**config.mk**
```make
export PLATFORM = sky130hd
export DESIGN_NAME = dma_fifo_flat
export DESIGN_NICKNAME = d
export VERILOG_FILES = /design/src/rtl/dma_fifo_if.sv /design/src/rtl/dma_fifo.sv /design/src/flat_wrapper.sv
export SDC_FILE = /design/constraint.sdc
export NUM_CORES = 1
export LEC_CHECK = 0
export ABC_CLOCK_PERIOD_IN_PS = 3010
export BUFFER_PORTS_ARGS = -buffer_cell sky130_fd_sc_hd__buf_2
export CAP_MARGIN = 20
export CORE_UTILIZATION = 53
export DETAILED_ROUTE_END_ITERATION = 8
export MAX_ROUTING_LAYER = met4
export PLACE_DENSITY = 0.75
export SLEW_MARGIN = 30
export SYNTH_ARGS = -nofsm -noshare
export SYNTH_HDL_FRONTEND = slang
export SYNTH_SLANG_ARGS = --single-unit
export TNS_END_PERCENT = 10
```
**constraint.sdc**
```tcl
create_clock -name SCLK -period 3.01 [get_ports SCLK]
set_input_delay 0.1505 -clock SCLK [delete_from_list [all_inputs] [get_ports SCLK]]
set_output_delay 0.1505 -clock SCLK [all_outputs]
set_load 0.03 [all_outputs]
```
**src/rtl/dma_fifo_if.sv**
```systemverilog
// Bus bundle for dma_fifo: control, 16-bit peripheral port, 32-bit memory
// port and FIFO status. The slave modport is the FIFO side; master is the
// DMA engine / peripheral side driving it.
interface dma_fifo_if #(
  parameter int ADDR_W = 3
) ();
  logic              CLR;
  logic              DDIR;
  logic              FLUSH;
  logic              P_WR;
  logic [15:0]       P_DIN;
  logic              P_RD;
  logic [15:0]       P_DOUT;
  logic              P_RDY;
  logic              M_WR;
  logic [31:0]       M_DIN;
  logic              M_RD;
  logic [31:0]       M_DOUT;
  logic              FULL;
  logic              EMPTY;
  logic [ADDR_W:0]   COUNT;
  logic              HALF;
  logic              FLUSHED;

  modport slave (
    input  CLR, DDIR, FLUSH, P_WR, P_DIN, P_RD, M_WR, M_DIN, M_RD,
    output P_DOUT, P_RDY, M_DOUT, FULL, EMPTY, COUNT, HALF, FLUSHED
  );

  modport master (
    output CLR, DDIR, FLUSH, P_WR, P_DIN, P_RD, M_WR, M_DIN, M_RD,
    input  P_DOUT, P_RDY, M_DOUT, FULL, EMPTY, COUNT, HALF, FLUSHED
  );
endinterface

```
**src/rtl/dma_fifo.sv**
```systemverilog
// Longword DMA FIFO between the 16-bit SCSI port and the 32-bit bus master.
// DDIR=0 packs peripheral word pairs big-endian into longwords; DDIR=1
// unpacks longwords high half first. FLUSH pads a lone held word with zeros
// and raises FLUSHED, which stays up until CLR/RST.
module dma_fifo #(
  parameter int DEPTH  = 8,
  parameter int ADDR_W = 3
) (
  input  logic     SCLK,
  input  logic     RST,
  dma_fifo_if.slave bus
);

  localparam logic [ADDR_W:0] DEPTH_C = (ADDR_W+1)'(DEPTH);

  logic [31:0]       mem [DEPTH];
  logic [ADDR_W-1:0] wptr, rptr;
  logic [ADDR_W:0]   count;
  logic              half, flush_pend, flushed;
  logic [15:0]       hold;

  logic              full, empty;
  logic              p_wr_ok, p_rd_ok, flush_done, flush_push;
  logic              push, pop;
  logic [31:0]       push_data, head;

  // Flags decode straight from the count register, so every push/pop
  // decision below sees the start-of-cycle FULL/EMPTY.
  assign full  = (count == DEPTH_C);
  assign empty = (count == '0);
  assign head  = mem[rptr];

  // Per-cycle transfer decisions for both directions.
  always_comb begin
    p_wr_ok    = !bus.DDIR && bus.P_WR && !full && !flush_pend;
    p_rd_ok    = bus.DDIR && bus.P_RD && !empty;
    // A pending flush completes at once with nothing held, otherwise once
    // there is room for the padded word. P_WR is gated by FULL, so the hold
    // register only ever fills while space remains; the wait case is a guard.
    flush_done = !bus.DDIR && flush_pend && (!half || !full);
    flush_push = flush_done && half;
    push       = bus.DDIR ? (bus.M_WR && !full) : ((p_wr_ok && half) || flush_push);
    pop        = bus.DDIR ? (p_rd_ok && half) : (bus.M_RD && !empty);
    push_data  = bus.DDIR ? bus.M_DIN : {hold, (flush_push ? 16'h0000 : bus.P_DIN)};
  end

  // Pointers, occupancy, half-word phase and flush state; CLR wins over all.
  always_ff @(posedge SCLK or posedge RST) begin
    if (RST) begin
      wptr       <= '0;
      rptr       <= '0;
      count      <= '0;
      half       <= 1'b0;
      flush_pend <= 1'b0;
      flushed    <= 1'b0;
    end else if (bus.CLR) begin
      wptr       <= '0;
      rptr       <= '0;
      count      <= '0;
      half       <= 1'b0;
      flush_pend <= 1'b0;
      flushed    <= 1'b0;
    end else begin
      if (push) wptr <= wptr + 1'b1;
      if (pop)  rptr <= rptr + 1'b1;
      case ({push, pop})
        2'b10:   count <= count + 1'b1;
        2'b01:   count <= count - 1'b1;
        default: count <= count;
      endcase
      if (bus.DDIR) begin
        if (p_rd_ok) half <= !half;
      end else if (p_wr_ok) begin
        half <= !half;
      end else if (flush_push) begin
        half <= 1'b0;
      end
      // A new FLUSH in the same cycle as completion re-arms the flush.
      if (flush_done) begin
        flush_pend <= 1'b0;
        flushed    <= 1'b1;
      end
      if (!bus.DDIR && bus.FLUSH) flush_pend <= 1'b1;
    end
  end

  // High half of a packed longword waits here for its low half.
  always_ff @(posedge SCLK) begin
    if (p_wr_ok && !half) hold <= bus.P_DIN;
  end

  // Storage array; contents survive CLR/RST, only the pointers reset.
  always_ff @(posedge SCLK) begin
    if (push && !bus.CLR && !RST) mem[wptr] <= push_data;
  end

  assign bus.M_DOUT  = head;
  assign bus.P_DOUT  = half ? head[15:0] : head[31:16];
  assign bus.P_RDY   = bus.DDIR ? !empty : (!full && !flush_pend);
  assign bus.FULL    = full;
  assign bus.EMPTY   = empty;
  assign bus.COUNT   = count;
  assign bus.HALF    = half;
  assign bus.FLUSHED = flushed;

endmodule

```
**src/flat_wrapper.sv**
```systemverilog
// flat-port wrapper written by rule: the top's interface ports become plain ports
module dma_fifo_flat 
#(
  parameter int DEPTH  = 8,
  parameter int ADDR_W = 3
)
  (SCLK, RST, bus_CLR, bus_DDIR, bus_FLUSH, bus_P_WR, bus_P_DIN, bus_P_RD, bus_M_WR, bus_M_DIN, bus_M_RD, bus_P_DOUT, bus_P_RDY, bus_M_DOUT, bus_FULL, bus_EMPTY, bus_COUNT, bus_HALF, bus_FLUSHED);
  dma_fifo_if #(.ADDR_W(ADDR_W)) bus_i ();
  input  logic SCLK;
  input  logic RST;
  input wire logic [$bits(bus_i.CLR)-1:0] bus_CLR;
  input wire logic [$bits(bus_i.DDIR)-1:0] bus_DDIR;
  input wire logic [$bits(bus_i.FLUSH)-1:0] bus_FLUSH;
  input wire logic [$bits(bus_i.P_WR)-1:0] bus_P_WR;
  input wire logic [$bits(bus_i.P_DIN)-1:0] bus_P_DIN;
  input wire logic [$bits(bus_i.P_RD)-1:0] bus_P_RD;
  input wire logic [$bits(bus_i.M_WR)-1:0] bus_M_WR;
  input wire logic [$bits(bus_i.M_DIN)-1:0] bus_M_DIN;
  input wire logic [$bits(bus_i.M_RD)-1:0] bus_M_RD;
  output wire logic [$bits(bus_i.P_DOUT)-1:0] bus_P_DOUT;
  output wire logic [$bits(bus_i.P_RDY)-1:0] bus_P_RDY;
  output wire logic [$bits(bus_i.M_DOUT)-1:0] bus_M_DOUT;
  output wire logic [$bits(bus_i.FULL)-1:0] bus_FULL;
  output wire logic [$bits(bus_i.EMPTY)-1:0] bus_EMPTY;
  output wire logic [$bits(bus_i.COUNT)-1:0] bus_COUNT;
  output wire logic [$bits(bus_i.HALF)-1:0] bus_HALF;
  output wire logic [$bits(bus_i.FLUSHED)-1:0] bus_FLUSHED;
  assign bus_i.CLR = bus_CLR;
  assign bus_i.DDIR = bus_DDIR;
  assign bus_i.FLUSH = bus_FLUSH;
  assign bus_i.P_WR = bus_P_WR;
  assign bus_i.P_DIN = bus_P_DIN;
  assign bus_i.P_RD = bus_P_RD;
  assign bus_i.M_WR = bus_M_WR;
  assign bus_i.M_DIN = bus_M_DIN;
  assign bus_i.M_RD = bus_M_RD;
  assign bus_P_DOUT = bus_i.P_DOUT;
  assign bus_P_RDY = bus_i.P_RDY;
  assign bus_M_DOUT = bus_i.M_DOUT;
  assign bus_FULL = bus_i.FULL;
  assign bus_EMPTY = bus_i.EMPTY;
  assign bus_COUNT = bus_i.COUNT;
  assign bus_HALF = bus_i.HALF;
  assign bus_FLUSHED = bus_i.FLUSHED;
  dma_fifo #(.DEPTH(DEPTH), .ADDR_W(ADDR_W)) u_core (.SCLK(SCLK), .RST(RST), .bus(bus_i));
endmodule
```
After elaboration in Yosys (flattened, before gate mapping)
Memories as Yosys holds them, arrays and structs flattened.
Index checks and enable logic that the tools add are counted.
- memory bits (writable): 256
- memories: 1
- flip-flop bits (word level): 29
- output and inout bits: 57
- word-level logic and storage cells: 74
- bits in latches: 0
- bits in read-only memories: 0
- input port bits: 57
- memory list (name ; words ; width ; rd ports ; clocked after memory_dff ; wr ports ; RTL line ; RTL):
    u_core.mem ; 8 ; 32 ; 1 ; 0 ; 1 ; dma_fifo.sv:16 ; logic [31:0] mem [DEPTH];
- shift-type cells: 0
- divide/modulo/power cells: 0
- add/sub/neg operators: 4
- eq/ne operators: 4
- $lt $le $gt $ge: 0
- bitwise operators: 0
- reductions and logical operators: 34
- multiplexer cells: 24
- multipliers: 0
- operator list (kind ; number):
    two-way mux 16 bit ; 2
    two-way mux 32 bit ; 1
    logical AND 1 bit ; 17
    two-way mux 1 bit ; 15
    two-way mux 3 bit ; 4
    one-hot mux 4 bit (2 select lines) ; 1
    zero test 1 bit ; 7
    adder 3 x 1 -> 3 bit (second input constant) ; 2
    nonzero test 2 bit ; 3
    nonzero test 3 bit ; 2
    adder 4 x 1 -> 4 bit (second input constant) ; 1
    == test 4 bit (second input constant) ; 1
    zero test 4 bit ; 1
    two-way mux 4 bit ; 1
    nonzero test 4 bit ; 1
    subtractor 4 x 1 -> 4 bit (second input constant) ; 1
    != test 3 x 2 -> 1 bit (second input constant) ; 1
    == test 2 x 1 -> 1 bit (second input constant) ; 1
    == test 2 bit (second input constant) ; 1
    logical OR 1 bit ; 2
    AND reduction 2 bit ; 1

Logic depth before layout (Yosys ltp)
- word-level depth: 11
- depth in mapped cells: 13
- mapped depth without buffers: 11

Least setup slack after synthesis
OpenSTA, ideal clock, no wires.
- kind: register to register
- from: register u_core.count[1] (netlist: u_core.bus.COUNT[1])
- to: memory u_core.mem[6][0], enable pin
- cell stages (with the launch flop): 8
- path slack: -0.399 ns
- arrival time: 2.988 ns
- buffers on the path: 2
- setup time: 0.421 ns
- data required time: 2.589 ns
- clock period less this slack: 3.409 ns
- cells stage by stage: dfrtp_1 buf_2 nor3_4 nand2_1 inv_2 buf_4 or3_1 nor2_1
- word-level cells in the longest chain between the ends: 11
- elaborated cells on any way between the ends: 15
- those cells by class: 1 x eq/ne; 3 x mux; 11 x reduce/logical
- ends and longest elaborated chain (element ; RTL line ; RTL):
    start: declaration ; dma_fifo.sv:18 ; logic [ADDR_W:0] count;
    start signal: assignment ; dma_fifo.sv:67 ; 2'b10: count <= count + 1'b1;
    start signal: assignment ; dma_fifo.sv:68 ; 2'b01: count <= count - 1'b1;
    start signal: assignment ; dma_fifo.sv:69 ; default: count <= count;
    == test 4 bit * ; dma_fifo.sv:29 ; assign full = (count == DEPTH_C);
    named net bus_FULL ; flat_wrapper.sv:23 ; output wire logic [$bits(bus_i.FULL)-1:0] bus_FULL;
    zero test 1 bit * ; dma_fifo.sv:35, dma_fifo.sv:40, dma_fifo.sv:42 ;
    logical AND 1 bit / logical OR 1 bit (equally long branches) ; dma_fifo.sv:35, dma_fifo.sv:40 ;
    logical AND 1 bit, on equally long branches ; dma_fifo.sv:35, dma_fifo.sv:40 ;
    logical AND 1 bit, on equally long branches ; dma_fifo.sv:42, dma_fifo.sv:41 ;
    logical OR 1 bit ; dma_fifo.sv:42 ; push = bus.DDIR ? (bus.M_WR && !full) : ((p_wr_ok && half) || flush_push);
    two-way mux 1 bit * ; dma_fifo.sv:42 ;
    logical AND 1 bit * (2 in a row) ; dma_fifo.sv:94 ; if (push && !bus.CLR && !RST) mem[wptr] <= push_data;
    two-way mux 1 bit * ; dma_fifo.sv:94 ;
    two-way mux 1 bit (implied by the code) * ; dma_fifo.sv:94 ;
    end: declaration ; dma_fifo.sv:16 ;
Mark *: on every way through the listed nets, which the timed path passes. The rest lies on a longest branch.

Final worst setup path
- from: register u_core.rptr[0]
- to: output bus_P_DOUT[6]
- word-level cells in the longest chain between the ends: 2
- ends and longest elaborated chain (element ; RTL line ; RTL):
    start: declaration ; dma_fifo.sv:17 ; logic [ADDR_W-1:0] wptr, rptr;
    start signal: assignment ; dma_fifo.sv:65 ; if (pop) rptr <= rptr + 1'b1;
    memory read (8 x 32 bit) ; -- ;
    two-way mux 16 bit ; dma_fifo.sv:98 ; assign bus.P_DOUT = half ? head[15:0] : head[31:16];
    end: declaration ; flat_wrapper.sv:20 ; output wire logic [$bits(bus_i.P_DOUT)-1:0] bus_P_DOUT;
Every way passes these cells.

==> impl_metrics.csv <==
group,metric,value,unit
outcome,status,"finished clean",
floorplanning,dieArea,22700,um2
global_routing,grt_pass1_wl,38.5,mm
worst_setup_path,reg2reg_to,"u_core.bus.COUNT[3]$_DFFE_PP0P_",
detailed_routing,dr.pass1.iters,5,
clock_tree,cts_tree,"yes",
worst_setup_path,crit_path_end_kind,"primary output",
timing,hold_viol_final,0,
worst_setup_path,start_kind,"register",
timing,timing.final.crit_period,2.91,ns
clock_tree,clk_latency,0.53,ns
timing,fin_crit_sh,0.968,
timing,fin_hold_ws,0.0300,ns
timing,relSlewSlack,0.550,
logic_synthesis,ys.flop_type,"edfxtp_1",
global_routing,grt.total_usage,0.246,
clock_tree,clk_path_buf_depth,3,
detailed_routing,drt_first_iter_violations,465,
power,leakage,4.68,nW
logic_synthesis,synth_top_area_frac,0.698,
logic_synthesis,yosysWarnings,0,
finish,nFillCells,1462,
clock_tree,root_buffer,"clkbuf_16",
floorplanning,die_y,151,um
finish,multi_input_area,3060,um2
logic_synthesis,synth.distinct_cells,48,
finish,postLayoutCellArea,13800,um2
logic_synthesis,synth_area_leader_cell,"edfxtp_1",
worst_setup_path,cp_max_fo,25,
clock_tree,cts_num_sinks,285,
finish,drive_gt1_frac,0.436,
timing,fmax,343,MHz
timing,final.setup.worst_slack,0.0962,ns
placement,dpl.hpwl,16.1,mm
detailed_routing,route.detailed.drc,0,
worst_setup_path,endpoint,"bus_P_DOUT[6]",
power,ir_drop,0.566,mV
logic_synthesis,synth_area_leaders,"edfxtp_1 (70%), mux4_2 (12%), mux2_2 (5.2%)",
placement,gp_congestion,0.831,
global_routing,gr-total-overflow,0,
worst_setup_path,slowest_delay,0.60,ns
detailed_routing,routed_wl,26.2,mm
floorplanning,rows,53,
worst_setup_path,crit_path_frequent_cell,"mux2_2",
finish,final_common_cell,"edfxtp_1",
clock_tree,cts.reportedPaths.clkPinSlew,0.06,ns
logic_synthesis,syn_nets,631,
logic_synthesis,synth_seq_area_share,0.726,
detailed_routing,wl_per_cell,25.5,um
timing,slew_violations,0,
logic_synthesis,synth_edf_count,272,
global_routing,grt_pass1_vias,6469,
worst_setup_path,crit_chain,"buf_12, mux4_2, mux2_2, mux2_2, buf_2",
worst_setup_path,path_class,"reg -> out",
placement,place_area,12800,um2
detailed_routing,num_vias,6237,
finish,area_delta_synth_final,18.2,%
global_routing,antenna_found_initial,0,
timing,finalSetupViolations,0,
power,power_density,721,nW/um2
detailed_routing,viasPerCell,6.07,
worst_setup_path,crit_arrival,2.76,ns
worst_setup_path,cp-startpoint,"u_core.rptr[0]$_DFFE_PP0P_",
finish,diodes,0,
worst_setup_path,required,2.86,ns
floorplanning,io_pins,114,
logic_synthesis,syn_inst,570,
logic_synthesis,synth_seq_cells,285,
finish,final_cell_mix,"edfxtp_1 (272), buf_2 (113), mux4_2 (62)",
logic_synthesis,syn_area_per_cell,20.5,um2
global_routing,grt_max_degree,67,
floorplanning,coreArea,21400,um2
finish,seq_area,8500,um2
worst_setup_path,reg2reg_depth,10,
logic_synthesis,async_flop_share,0.0456,
worst_setup_path,critPathSlowestCell,"dfrtp_4",
placement,place_ws,0.229,ns
timing,grt_setup_unrepaired,"false",
min_path,min_path_type,"in -> reg",
run,drv_cap,0,
floorplanning,initial_utilization,0.548,
logic_synthesis,syn_area,11700,um2
worst_setup_path,r2r_start,"u_core.bus.COUNT[0]$_DFFE_PP0P_",
worst_setup_path,r2r_slack,0.22,ns
clock_tree,cts_buffers,28,
floorplanning,chipWidth,151,um
clock_tree,htree_levels,1,
finish,nets,794,
timing,fin_skew,0.00641,ns
detailed_routing,drtAntennaViolNets,0,
timing,worst_slew_pin_slew,0.675,ns
placement,io_buffers,113,
[timing repair]
| item | CTS | global route |
|---|---|---|
| hold endpoints to repair | 33 | 0 |
| hold buffers | 19 | 0 |
| gates resized for setup | 0 | 0 |
| setup endpoints to repair | 14 | 0 |
| buffers inserted | 1 | 0 |
[final cells by class]
class                           instances  area share
Clock buffer                           34      0.0538
Clock inverter                         16     0.00923
Inverter                                5     0.00136
Multi-Input combinational cell        249       0.221
Sequential cell                       285       0.614
Tap cell                              275      0.0249
Timing Repair Buffer                  164      0.0753
[state kept, by name, summed over array words and instances, names as in the netlist]
signal              count
u_core.mem            256
u_core.hold            16
u_core.bus.COUNT        4
u_core.rptr             3
u_core.wptr             3
u_core.bus.FLUSHED      1
u_core.bus.HALF         1
u_core.flush_pend       1
[report_power, final]
group | total (W) | switching (W) | internal [W]
clock | 0.00331 | 0.00139 | 0.00192
combinational | 0.00210 | 0.00123 | 0.000867
sequential | 0.00457 | 0.0000952 | 0.00447
[kinds of logic after synthesis]
group / Yosys count / synth area share
buf+inv: 36 / 0.0186
flops: 285 / 0.726
mux: 130 / 0.191
fa+ha+maj: 4 / 0.00428
simple gates: 61 / 0.0264
compound gates: 49 / 0.0307
xor+xnor: 5 / 0.00374
[per-stage QoR]
stage,cells,setup TNS [ns],power [W],util
after detailed placement,958,0,0.00671,0.597
after global placement,958,0,0.00668,0.597
after global routing,1028,0,0.0103,0.648
after floorplan,570,-81.56,0.00618,-
after CTS,1028,0,0.0100,0.648
final,1028,0,0.00998,0.648
[critical path, delay by kind of cell, from the launching register on]
family	cells	cell delay, ns
buffers and inverters	2	0.47
muxes	3	1.14
DFF	1	0.60
[cell usage after synthesis (3+ instances only)]
library cell and n:
a21oi_1 6, a22o_1 16, a311oi_1 3, and3_1 3, buf_2 7, clkbuf_1 15
dfrtp_1 13, edfxtp_1 272, ha_1 4, inv_1 4, mux2_2 54, mux2_4 10
mux4_2 62, nand2_1 12, nand2b_1 5, nand3_1 4, nor2_1 23, nor3_1 3
o21ai_0 5, o21ai_1 7, xnor2_1 3
[worst min-delay path by stage]
| stage | startpoint | endpoint | slack [ns] | cells after the start |
|---|---|---|---|---|
| finish | bus_M_DIN[22] | u_core.mem[3][22]$_DFFE_PP_ | 0.03 | 2 |
| global route | bus_M_DIN[22] | u_core.mem[1][22]$_DFFE_PP_ | 0.04 | 2 |
| CTS | bus_M_DIN[23] | u_core.mem[0][23]$_DFFE_PP_ | 0.02 | 2 |
| detailed placement | RST | u_core.bus.HALF$_DFFE_PP0P_ | 0.26 | 2 |
| global placement | RST | u_core.bus.HALF$_DFFE_PP0P_ | 0.25 | 2 |
| floorplan | RST | u_core.bus.COUNT[0]$_DFFE_PP0P_ | 0.03 | 1 |
[metal layers]
metal,track usage,wire [um]
met2,0.400,13000
met3,0.0315,1580
met1,0.333,11100
met5,-,0
met4,0.0615,514
Power figures use the tool's default switching activity.
